<file path="src/rtl/palette_mux_if.sv">
// Bus bundle for palette_mux: palette write port, rotation control, pixel in/out.
interface palette_mux_if #(
  parameter int DATA_WIDTH   = 12,
  parameter int SELECT_WIDTH = 4
);
  logic                    wr_en;
  logic [SELECT_WIDTH-1:0] wr_addr;
  logic [DATA_WIDTH-1:0]   wr_data;
  logic                    rot_en;
  logic                    rot_tick;
  logic                    rot_dir;
  logic                    in_valid;
  logic [SELECT_WIDTH-1:0] in_select;
  logic                    in_blank;
  logic                    out_valid;
  logic [DATA_WIDTH-1:0]   o_q;
  logic [SELECT_WIDTH-1:0] offset;

  modport master (
    output wr_en, wr_addr, wr_data, rot_en, rot_tick, rot_dir,
           in_valid, in_select, in_blank,
    input  out_valid, o_q, offset
  );

  modport slave (
    input  wr_en, wr_addr, wr_data, rot_en, rot_tick, rot_dir,
           in_valid, in_select, in_blank,
    output out_valid, o_q, offset
  );
endinterface

</file>
<file path="src/rtl/palette_mux.sv">
// Rotating colour-palette lookup with blanking; 2-cycle latency, 1 pixel/cycle.
// No backpressure: a pixel is accepted every cycle in_valid is high.
module palette_mux #(
  parameter int DATA_WIDTH   = 12,
  parameter int SELECT_WIDTH = 4
) (
  input logic           clk,
  input logic           rst_n,
  palette_mux_if.slave  bus
);
  localparam int DEPTH = 1 << SELECT_WIDTH;
  localparam int STEP  = ((1 << DATA_WIDTH) - 1) / (DEPTH - 1);

  typedef logic [DEPTH-1:0][DATA_WIDTH-1:0] pal_t;

  function automatic pal_t grey_ramp();
    pal_t r;
    for (int i = 0; i < DEPTH; i++) begin
      r[i] = DATA_WIDTH'(i * STEP);
    end
    return r;
  endfunction

  localparam pal_t RAMP = grey_ramp();

  pal_t                    pal;
  pal_t                    pal_next;
  logic [SELECT_WIDTH-1:0] offset_q;
  logic [SELECT_WIDTH-1:0] idx1;
  logic                    blank1;
  logic                    v1;
  logic                    out_valid_q;
  logic [DATA_WIDTH-1:0]   q;

  always_comb begin
    pal_next = pal;
    if (bus.wr_en) begin
      pal_next[bus.wr_addr] = bus.wr_data;
    end
  end

  // Stage 2 reads pal (pre-edge contents), so a same-edge write is seen only by later pixels.
  always_ff @(posedge clk) begin
    if (!rst_n) begin
      pal <= RAMP;
    end else begin
      pal <= pal_next;
    end
  end

  always_ff @(posedge clk) begin
    if (!rst_n) begin
      offset_q <= '0;
    end else if (bus.rot_en && bus.rot_tick) begin
      offset_q <= bus.rot_dir ? offset_q - 1'b1 : offset_q + 1'b1;
    end
  end

  always_ff @(posedge clk) begin
    if (!rst_n) begin
      v1     <= 1'b0;
      idx1   <= '0;
      blank1 <= 1'b0;
    end else begin
      v1 <= bus.in_valid;
      if (bus.in_valid) begin
        idx1   <= bus.in_select + offset_q;
        blank1 <= bus.in_blank;
      end
    end
  end

  always_ff @(posedge clk) begin
    if (!rst_n) begin
      out_valid_q <= 1'b0;
      q           <= '0;
    end else begin
      out_valid_q <= v1;
      if (v1) begin
        q <= blank1 ? '0 : pal[idx1];
      end
    end
  end

  assign bus.out_valid = out_valid_q;
  assign bus.o_q       = q;
  assign bus.offset    = offset_q;
endmodule
</file>
<file path="src/flat_wrapper.sv">
// flat-port wrapper written by rule: the top's interface ports become plain ports
module palette_mux_flat 
#(
  parameter int DATA_WIDTH   = 12,
  parameter int SELECT_WIDTH = 4
)
  (clk, rst_n, bus_wr_en, bus_wr_addr, bus_wr_data, bus_rot_en, bus_rot_tick, bus_rot_dir, bus_in_valid, bus_in_select, bus_in_blank, bus_out_valid, bus_o_q, bus_offset);
  palette_mux_if #(.DATA_WIDTH(DATA_WIDTH), .SELECT_WIDTH(SELECT_WIDTH)) bus_i ();
  input logic clk;
  input logic rst_n;
  input wire logic [$bits(bus_i.wr_en)-1:0] bus_wr_en;
  input wire logic [$bits(bus_i.wr_addr)-1:0] bus_wr_addr;
  input wire logic [$bits(bus_i.wr_data)-1:0] bus_wr_data;
  input wire logic [$bits(bus_i.rot_en)-1:0] bus_rot_en;
  input wire logic [$bits(bus_i.rot_tick)-1:0] bus_rot_tick;
  input wire logic [$bits(bus_i.rot_dir)-1:0] bus_rot_dir;
  input wire logic [$bits(bus_i.in_valid)-1:0] bus_in_valid;
  input wire logic [$bits(bus_i.in_select)-1:0] bus_in_select;
  input wire logic [$bits(bus_i.in_blank)-1:0] bus_in_blank;
  output wire logic [$bits(bus_i.out_valid)-1:0] bus_out_valid;
  output wire logic [$bits(bus_i.o_q)-1:0] bus_o_q;
  output wire logic [$bits(bus_i.offset)-1:0] bus_offset;
  assign bus_i.wr_en = bus_wr_en;
  assign bus_i.wr_addr = bus_wr_addr;
  assign bus_i.wr_data = bus_wr_data;
  assign bus_i.rot_en = bus_rot_en;
  assign bus_i.rot_tick = bus_rot_tick;
  assign bus_i.rot_dir = bus_rot_dir;
  assign bus_i.in_valid = bus_in_valid;
  assign bus_i.in_select = bus_in_select;
  assign bus_i.in_blank = bus_in_blank;
  assign bus_out_valid = bus_i.out_valid;
  assign bus_o_q = bus_i.o_q;
  assign bus_offset = bus_i.offset;
  palette_mux #(.DATA_WIDTH(DATA_WIDTH), .SELECT_WIDTH(SELECT_WIDTH)) u_core (.clk(clk), .rst_n(rst_n), .bus(bus_i));
endmodule
</file>
<file path="config.mk">
export PLATFORM = sky130hd
export DESIGN_NAME = palette_mux_flat
export DESIGN_NICKNAME = d
export VERILOG_FILES = /design/src/rtl/palette_mux_if.sv /design/src/rtl/palette_mux.sv /design/src/flat_wrapper.sv
export SDC_FILE = /design/constraint.sdc
export NUM_CORES = 1
export LEC_CHECK = 0
export CORE_AREA = 2 2 162 204
export DETAILED_ROUTE_END_ITERATION = 12
export DIE_AREA = 0 0 164 206
export SYNTH_ARGS = -nofsm -noshare
export SYNTH_HDL_FRONTEND = slang
export SYNTH_SLANG_ARGS = --single-unit
</file>
<file path="constraint.sdc">
create_clock -name clk -period 2.39 [get_ports clk]
set_input_delay 0.717 -clock clk [delete_from_list [all_inputs] [get_ports clk]]
set_output_delay 0.717 -clock clk [all_outputs]
set_load 0.01 [all_outputs]
</file>
; ---- Word level (Yosys, flattened, before mapping)
; Index checks and enable logic that the tools add are counted.
[word_totals]
out_inout_bits = 17
reg_bits = 215
elab_cells = 37
[op_classes]
magnitude_cmp = 3
reduce_logical = 2
mux = 7
n_addsub = 3
[op_table]
columns = cell, n
row1 = $bwmux W192, 1
row2 = $bmux W12 S4, 1
row3 = $demux W12 S4, 1
row4 = $mux W12, 3
row5 = $lt A4 B5 Y1 const B, 2
row6 = $add A4 B1 Y4 const B, 1
row7 = $add A4 B4 Y4, 1
row8 = $ge A4 B1 Y1 const B, 1
row9 = $mux W4, 1
row10 = $sub A4 B1 Y4 const B, 1
row11 = $logic_and A1 B1 Y1, 2

; ---- Depth between registers and ports, before layout
; Gate-level depths: netlist of run 1.
[logic_depth]
depth_word = 5
ltp_mapped = 7

; ---- Least setup slack after synthesis of run 1
; Ideal clock, no wire load.
[synth_timing]
path_kind = input-to-reg
startpoint = in bus_wr_addr[1]
endpoint = reg u_core.pal[100] (netlist name)
setup_ns = 0.076
slack_ns = 0.443
required_ns = 2.314
cell_stages = 6
n_path_buf = 2
arrival_time_ns = 1.871
cell_sequence = clkbuf_1 -> or3b_2 -> nor2_1 -> buf_2 -> nand2_1 -> a21boi_0
[synth_between]
elab_chain_cells = 5
elab_cells_between_ends = 6
[synth_rtl]
columns = element, line
row1 = start: declaration, flat_wrapper.sv:12  ; input wire logic [$bits(bus_i.wr_addr)-1:0] bus_wr_addr;
row2 = $lt A4 B5 Y1 (not written as such) / $ge A4 B1 Y1 (equally long branches), palette_mux.sv:38  ; pal_next[bus.wr_addr] = bus.wr_data;
row3 = $logic_and A1 B1 Y1 (not written as such), palette_mux.sv:38
row4 = $mux W12 (not written as such), palette_mux.sv:38
row5 = $demux W12 S4 *, -
row6 = $bwmux W192 *, palette_mux.sv:38
row7 = end signal: assignment, palette_mux.sv:47  ; pal <= pal_next;
row8 = end: declaration, palette_mux.sv:26  ; pal_t pal;
; Every way passes the cells marked *; elsewhere a longest branch is shown, timed or not.
; A chain may end at the register's enable or synchronous reset.

; ---- Final worst setup path of run 1
[layout_timing]
startpoint = reg u_core.offset_q[1], in the netlist u_core.bus.offset[1]
endpoint = out bus_offset[1]
[layout_lines]
columns = element, line
row1 = start: declaration, palette_mux.sv:28  ; logic [SELECT_WIDTH-1:0] offset_q;
row2 = start signal: assignment, palette_mux.sv:55  ; offset_q <= bus.rot_dir ? offset_q - 1'b1 : offset_q + 1'b1;
row3 = end: declaration, flat_wrapper.sv:22  ; output wire logic [$bits(bus_i.offset)-1:0] bus_offset;
; No word-level cell between the ends.

==> impl_results.md, run 1 <==
* Internal power at 6250 µW
* Max-cap violation count at 0
* Number of flops mapped to enable cells by yosys at 0
* Worst path slowest cell: clkdlybuf4s50_1
* Area grow syn2layout at 20.6%
* Ant diodes at 0
* Register bit count reported by yosys at 215
* Post-synthesis area per instance at 8.74 µm²
* Largest area contributor in the netlist: dfxtp_1
* Die ar. at 0.0338 mm²
* Initial DRC count at 758
* Final critical-path share of the clock period at 95.0%
* Minimum clock period at 2270 ps
* Netlist cell types at 38
* Final Power at 8280 µW
* Clock sink count at between 200 and 250
* Kind of critical path: flop to output port
* Final setup margin at 119 ps
* Remaining global-route overflow at 0
* Pre-Repair DR Iteration Count at 7
* Power density cells at 725 mW/mm²
* Proportion of layout cells with a drive suffix above 1 at 15.3%
* Synth cell count leaders: 403 x nand2_1, 215 x dfxtp_1, 113 x nand3_1
* Reg clk slew, reported paths at 60 ps
* Switch share at 24.5%
* Worst slew pin tran at roughly 1200 ps
* Post-synthesis async set-or-reset flop share at 0%
* Yosys warnings at 0
* # H-tree levels at 1
* Setup TNS at 0 ps
* Die height at 206 µm
* Peak Freq at 440 MHz
* Core Area at 0.0321 mm²
* Ports at 45
* Starting density of the core at 29.5%
* # rows at 74
* Initial antenna violation count at 0
* R2R Path End: u_core.bus.o_q[3]
* Number of port buffers at 44
* Post_cts resized at 0
* Largest cells by area after synthesis: dfxtp_1 45%, nand2_1 16%, mux4_2 11%, a21boi_0 7.6%, nand3_1 6.0%
* Slowest stage delay, CP at 590 ps
* ANT nets after route at 0
* Sequential element share of the synthesized area at 45.5%
* Max Slew Vio Count at 0
* Crit Reg-Reg Startpoint: u_core.idx1[0]
* Vias post-DR at roughly 7700
* Hold slack final at 441 ps
* HPWL Detailed at 17700 µm
* WL/cell at 17.8 µm
* Final setup fails at 0
* Synth top area share at 45.5%
* Sw Pwr at around 2000 µW
* Synth Cell Area at 0.00947 mm²
* Leak pwr at 0.00438 µW
* Vias in the first global route at 7525
* Post-synth net total at around 1100
* Clk buf depth at 3
* Combinational power share at 10.2%
* Crit path cell chain: clkdlybuf4s50_1
* Fin nets at 1157
* Crit path max fanout at 6
* Crit path buf inv count at 1
* Reg2reg path depth at 5
* Maximum VDD drop at 0.000378 V
* R2R Setup Slk at ~330 ps
* Post-CTS setup buffer count at 0
* GP Congestion at 0.828
* CTS tree: built
* Tot GR Track Use at 16.5%
* Clk_lat worst skew at 510 ps
* Proportion of power drawn by the clock network at between 40% and 50%
* CP Data Arrival Time at 1550 ps
* Required @ worst endpoint at 1670 ps
* Vias per inst at 4.97
* Hold Path End: u_core.pal[187]
* Rel. slew slack at 19.1%
* Hold-fix buffers, CTS at 0
* Routed Wire Length at between 20000 and 30000 µm
* Cell with the most instances after synthesis: nand2_1
* Clock Skew at about 11 ps
* Outcome: completed
* Worst hold path class: primary input to flop
* CP startpoint kind: flop
* CP delay by family, top: buffers and inverters
* DRC Markers at 0
* DIE WIDTH at about 160 µm
* CTS buffer count at 24
* Hold Path Cell Cnt at 2
* Root Driver: clkbuf_16
* Endpoints failing hold at 0
* Sequential group share of total power at about 45%
* Gate count after technology mapping at 1084
* Largest net degree at the start of global routing at 119
* First-pass GRT wire length at between 40000 and 50000 µm
* Dpl ws at -137 ps
* Most used flip-flop cell after synthesis: dfxtp_1
* Min-Delay Startpoint: rst_n
* Setup crit end kind: output port
* RSZ-0062 raised after global routing: no
==> cells in the final DEF (no fill, tap or decap), drive strengths merged, types with 3 or more instances in the layout <==
| master | count |
|---|---|
| nand2 | 403 |
| dfxtp | 215 |
| nand3 | 113 |
| a21boi | 97 |
| buf | 71 |
| mux4 | 48 |
| clkdlybuf4s50 | 43 |
| clkbuf | 37 |
| a22oi | 24 |
| nor2 | 15 |
| a32o | 12 |
| nor2b | 7 |
| and2 | 6 |
| xnor2 | 5 |
| ha | 5 |
| inv | 4 |
| clkinv | 4 |
| nor3 | 3 |
| mux2i | 3 |
| o21ai | 3 |
| clkinvlp | 3 |
==> how the worst max path moves through the flow <==
stage / start / endpoint / slack (ps) / cells after the start
floorplan: bus_wr_addr[1] / u_core.pal[100] / 440 / 6
global placement: bus_wr_addr[0] / u_core.pal[21] / -50 / 7
detailed placement: bus_wr_en / u_core.pal[55] / -140 / 6
CTS: u_core.bus.offset[1] / bus_offset[1] / 90 / 1
global route: u_core.bus.offset[1] / bus_offset[1] / 40 / 1
finish: u_core.bus.offset[1] / bus_offset[1] / 120 / 1
==> layout make-up <==
class | count | area [µm²]
clock buffer | 37 | 771
fill | 3201 | 20700
sequential | 215 | 4310
multi-input combinational | 763 | 4700
inverter | 4 | 15.0
clock inverter | 7 | 42.5
timing repair buffer | 114 | 1050
tap | 418 | 523
==> per-layer routing <==
metal | track usage, % | wire length, µm | vias up
met5 | 0 | 0 | -
met4 | 5.48 | 780 | 0
met3 | 2.93 | 1870 | 48
met2 | 26.8 | 13100 | 263
met1 | 22.1 | 12000 | 3702
li1 | - | - | 3731
==> metrics by stage <==
step,instances,instance area [µm²],utilization (%)
6_report,1558,11400,35.5
5_1_grt,1558,11400,35.5
4_1_cts,1558,11400,35.5
3_5_place_dp,1514,10600,33.0
3_3_place_gp,1514,10600,33.0
2_1_floorplan,1084,9470,-
==> cell families after synthesis <==
family / Yosys count / share of synthesized area, %
mux: 51 / 11.7
flops: 215 / 45.5
compound gates: 142 / 11.9
xor+xnor: 6 / 0.555
fa+ha+maj: 7 / 1.08
simple gates: 557 / 24.4
buf+inv: 106 / 4.89
==> power groups by stage <==
stage	clock, µW	sequential, µW	combinational (µW)
finish	3710	3720	847
global route	3900	3730	914
CTS	3760	3720	846
detailed placement	0	3800	843
global placement	0	3800	835
floorplan	0	3780	534
==> sequential cells by signal, summed over array words and instances (netlist names) <==
| signal | count |
|---|---|
| u_core.pal | 192 |
| u_core.bus.o_q | 12 |
| u_core.bus.offset | 4 |
| u_core.idx1 | 4 |
| u_core.blank1 | 1 |
| u_core.bus.out_valid | 1 |
| u_core.v1 | 1 |
Power figures use the tool's default switching activity.
==> inputs of run 2 (changes only) <==
CORE_AREA = 2 2 141 178   (was 2 2 162 204)
DIE_AREA = 0 0 143 180   (was 0 0 164 206)
==> impl_results.md, run 2 (synthesis gave the netlist of run 1 again) <==
* Sw Pwr at 2060 µW (+1.5%)
* Outcome: completed
* Commonest non-fill, non-tap cells in the layout: 403 x nand2_1, 213 x dfxtp_1, 113 x nand3_1
* Remaining global-route overflow at 0 (unchanged)
* Kind of critical path: flop to output port
* Hold-fix buffers, CTS at 0 (unchanged)
* GP Congestion at 0.880 (+6.2%)
* Die height at 180 µm (-13%)
* Core Util, Final at 47.1% (+12 points)
* Endpoints failing hold at 0 (unchanged)
* Vias in the first global route at 7668 (+1.9%)
* Worst slew pin tran at 1170 ps (-38.4 ps)
* Worst path slowest cell: clkdlybuf4s50_1
* Reg clk slew, reported paths at 60 ps (about the same)
* Post_cts resized at 0 (unchanged)
* Largest Register: u_core.pal
* DRC Markers at 0 (unchanged)
* # H-tree levels at 1 (unchanged)
* Final setup fails at 0 (unchanged)
* ANT nets after route at 0 (unchanged)
* Internal power at 6590 µW (+5.4%)
* Crit path max fanout at 6 (unchanged)
* Crit path buf inv count at 1 (unchanged)
* Proportion of power drawn by the clock network at 47.2% (+2.4 points)
* Max reg flops at 192 (unchanged)
* Proportion of layout cells with a drive suffix above 1 at 15.5% (+0.22 points)
* CTS tree: built
* CP startpoint: u_core.bus.offset[1]
* Required @ worst endpoint at 1670 ps (about the same)
* Ports at 45 (unchanged)
* CP Data Arrival Time at 1600 ps (+50 ps)
* Clock sink count at 215 (unchanged)
* Final critical-path share of the clock period at 96.9% (+1.8 points)
* Die ar. at 0.0257 mm² (-24%)
* Root Driver: clkbuf_16
* Combinational power share at 9.8% (-0.4 points)
* Starting density of the core at 39.3% (+9.8 points)
* Fin nets at 1162 (+0.43%)
* Initial DRC count at 560 (-26%)
* # rows at 64 (-14%)
* Post-CTS setup buffer count at 0 (unchanged)
* Commonest non-fill, non-tap cell in the layout: nand2_1
* Worst hold path class: flop to flop
* Vias per inst at 5.26 (+5.9%)
* Max Slew Vio Count at 0 (unchanged)
* DIE WIDTH at 143 µm (-13%)
* Setup crit end kind: output port
* CTS buffer count at 23 (-4.2%)
* Tot GR Track Use at 21.5% (+5.0 points)
* Clk buf depth at 3 (unchanged)
* Routed Wire Length at 27700 µm (-0.11%)
* Sequential group share of total power at 43.0% (-1.9 points)
* Ant diodes at 0 (unchanged)
* Power density cells at 761 mW/mm² (+5.0%)
* Largest net degree at the start of global routing at 81 (-32%)
* RSZ-0062 raised after global routing: no
* Maximum VDD drop at 0.000473 V (+25%)
* Initial antenna violation count at 0 (unchanged)
* Clock Skew at 21.8 ps (+10.9 ps)
* Crit path cell chain: clkdlybuf4s50_1
* WL/cell at 18.8 µm (+5.7%)
* Leak pwr at 0.00441 µW (+0.89%)
* Pre-Repair DR Iteration Count at 5 (-2)
* Crit Reg-Reg Startpoint: u_core.idx1[0]
* Area grow syn2layout at 20.0%
* Peak Freq at 432 MHz (-1.9%)
* Vias post-DR at 7751 (+0.090%)
* Rel. slew slack at 21.6% (+2.6 points)
* CP startpoint kind: flop
* Number of port buffers at 44 (unchanged)
* HPWL Detailed at 18400 µm (+3.8%)
* Minimum clock period at 2320 ps (+44.1 ps)
* First-pass GRT wire length at 43100 µm (-0.26%)
* CP delay by family, top: buffers and inverters
* Core Area at 0.0241 mm² (-25%)
* Switch share at 23.8% (-0.69 points)
* Hold slack final at 461 ps (+20.2 ps)
* Min-Delay Startpoint: u_core.pal[46]
* Clk_lat worst skew at 530 ps (+20 ps)
* Slowest stage delay, CP at 590 ps (about the same)
* Max-cap violation count at 0 (unchanged)
-- run 2: cell types whose count changed in the layout (fill, tap and decap cells not counted), sizes merged --
cell / previous run / this run
clkbuf: 37 / 29
buf: 71 / 77
bufinv: 0 / 6
inv: 4 / 7
clkinv: 4 / 2
clkinvlp: 3 / 1
-- run 2: power by group through the flow --
stage               clock (µW)  combinational (µW)  sequential (µW)
floorplan                    0                 534             3780
global placement             0                 836             3800
detailed placement           0                 843             3800
CTS                       4140                 846             3720
global route              4300                 910             3730
finish                    4080                 846             3720
-- run 2: final timing paths --
kind,end,cells past startpoint,slack (ps)
worst max-delay path,bus_offset[1],1,70
worst max register to register,u_core.bus.o_q[7],5,240
worst min register to register,u_core.pal[46],2,460
worst min-delay path,u_core.pal[46],2,460
-- run 2: cell type report --
class / count / area (µm²)
well taps: 330 / 413
fillers: 2298 / 12700
multi-input cells: 763 / 4700
flip-flops and latches: 215 / 4310
clock inverters: 12 / 233
inverters: 4 / 15.0
repair buffers: 120 / 1050
clock buffers: 29 / 638
-- run 2: layer usage --
layer  GRT usage (%)  vias to the layer above  part of all wire (%)
li1                -                     3735                     -
met1            27.1                     3744                    42
met2            37.4                      219                    50
met3            3.22                       53                   5.3
met4            7.52                        0                   3.2
met5               0                        -                     0
-- run 2: worst reg2reg max path, cell delays in order, from the launching register on --
cell and delay [ps]:
dfxtp_4 510, buf_12 250, mux4_2 630, a22oi_1 210, nand2_1 180, a32o_1 260
-- run 2: metrics by stage --
step | setup TNS (ps) | setup slack [ps] | total power, µW | std cells | cell area [µm²]
2_1_floorplan | 0 | 443 | 4320 | 1084 | 9470
3_3_place_gp | -36.6 | -8.81 | 4640 | 1432 | 10500
3_5_place_dp | -309 | -55.6 | 4640 | 1432 | 10500
4_1_cts | 0 | 29.2 | 8710 | 1473 | 11400
5_1_grt | 0 | 20.9 | 8930 | 1473 | 11400
6_report | 0 | 75.0 | 8650 | 1473 | 11400
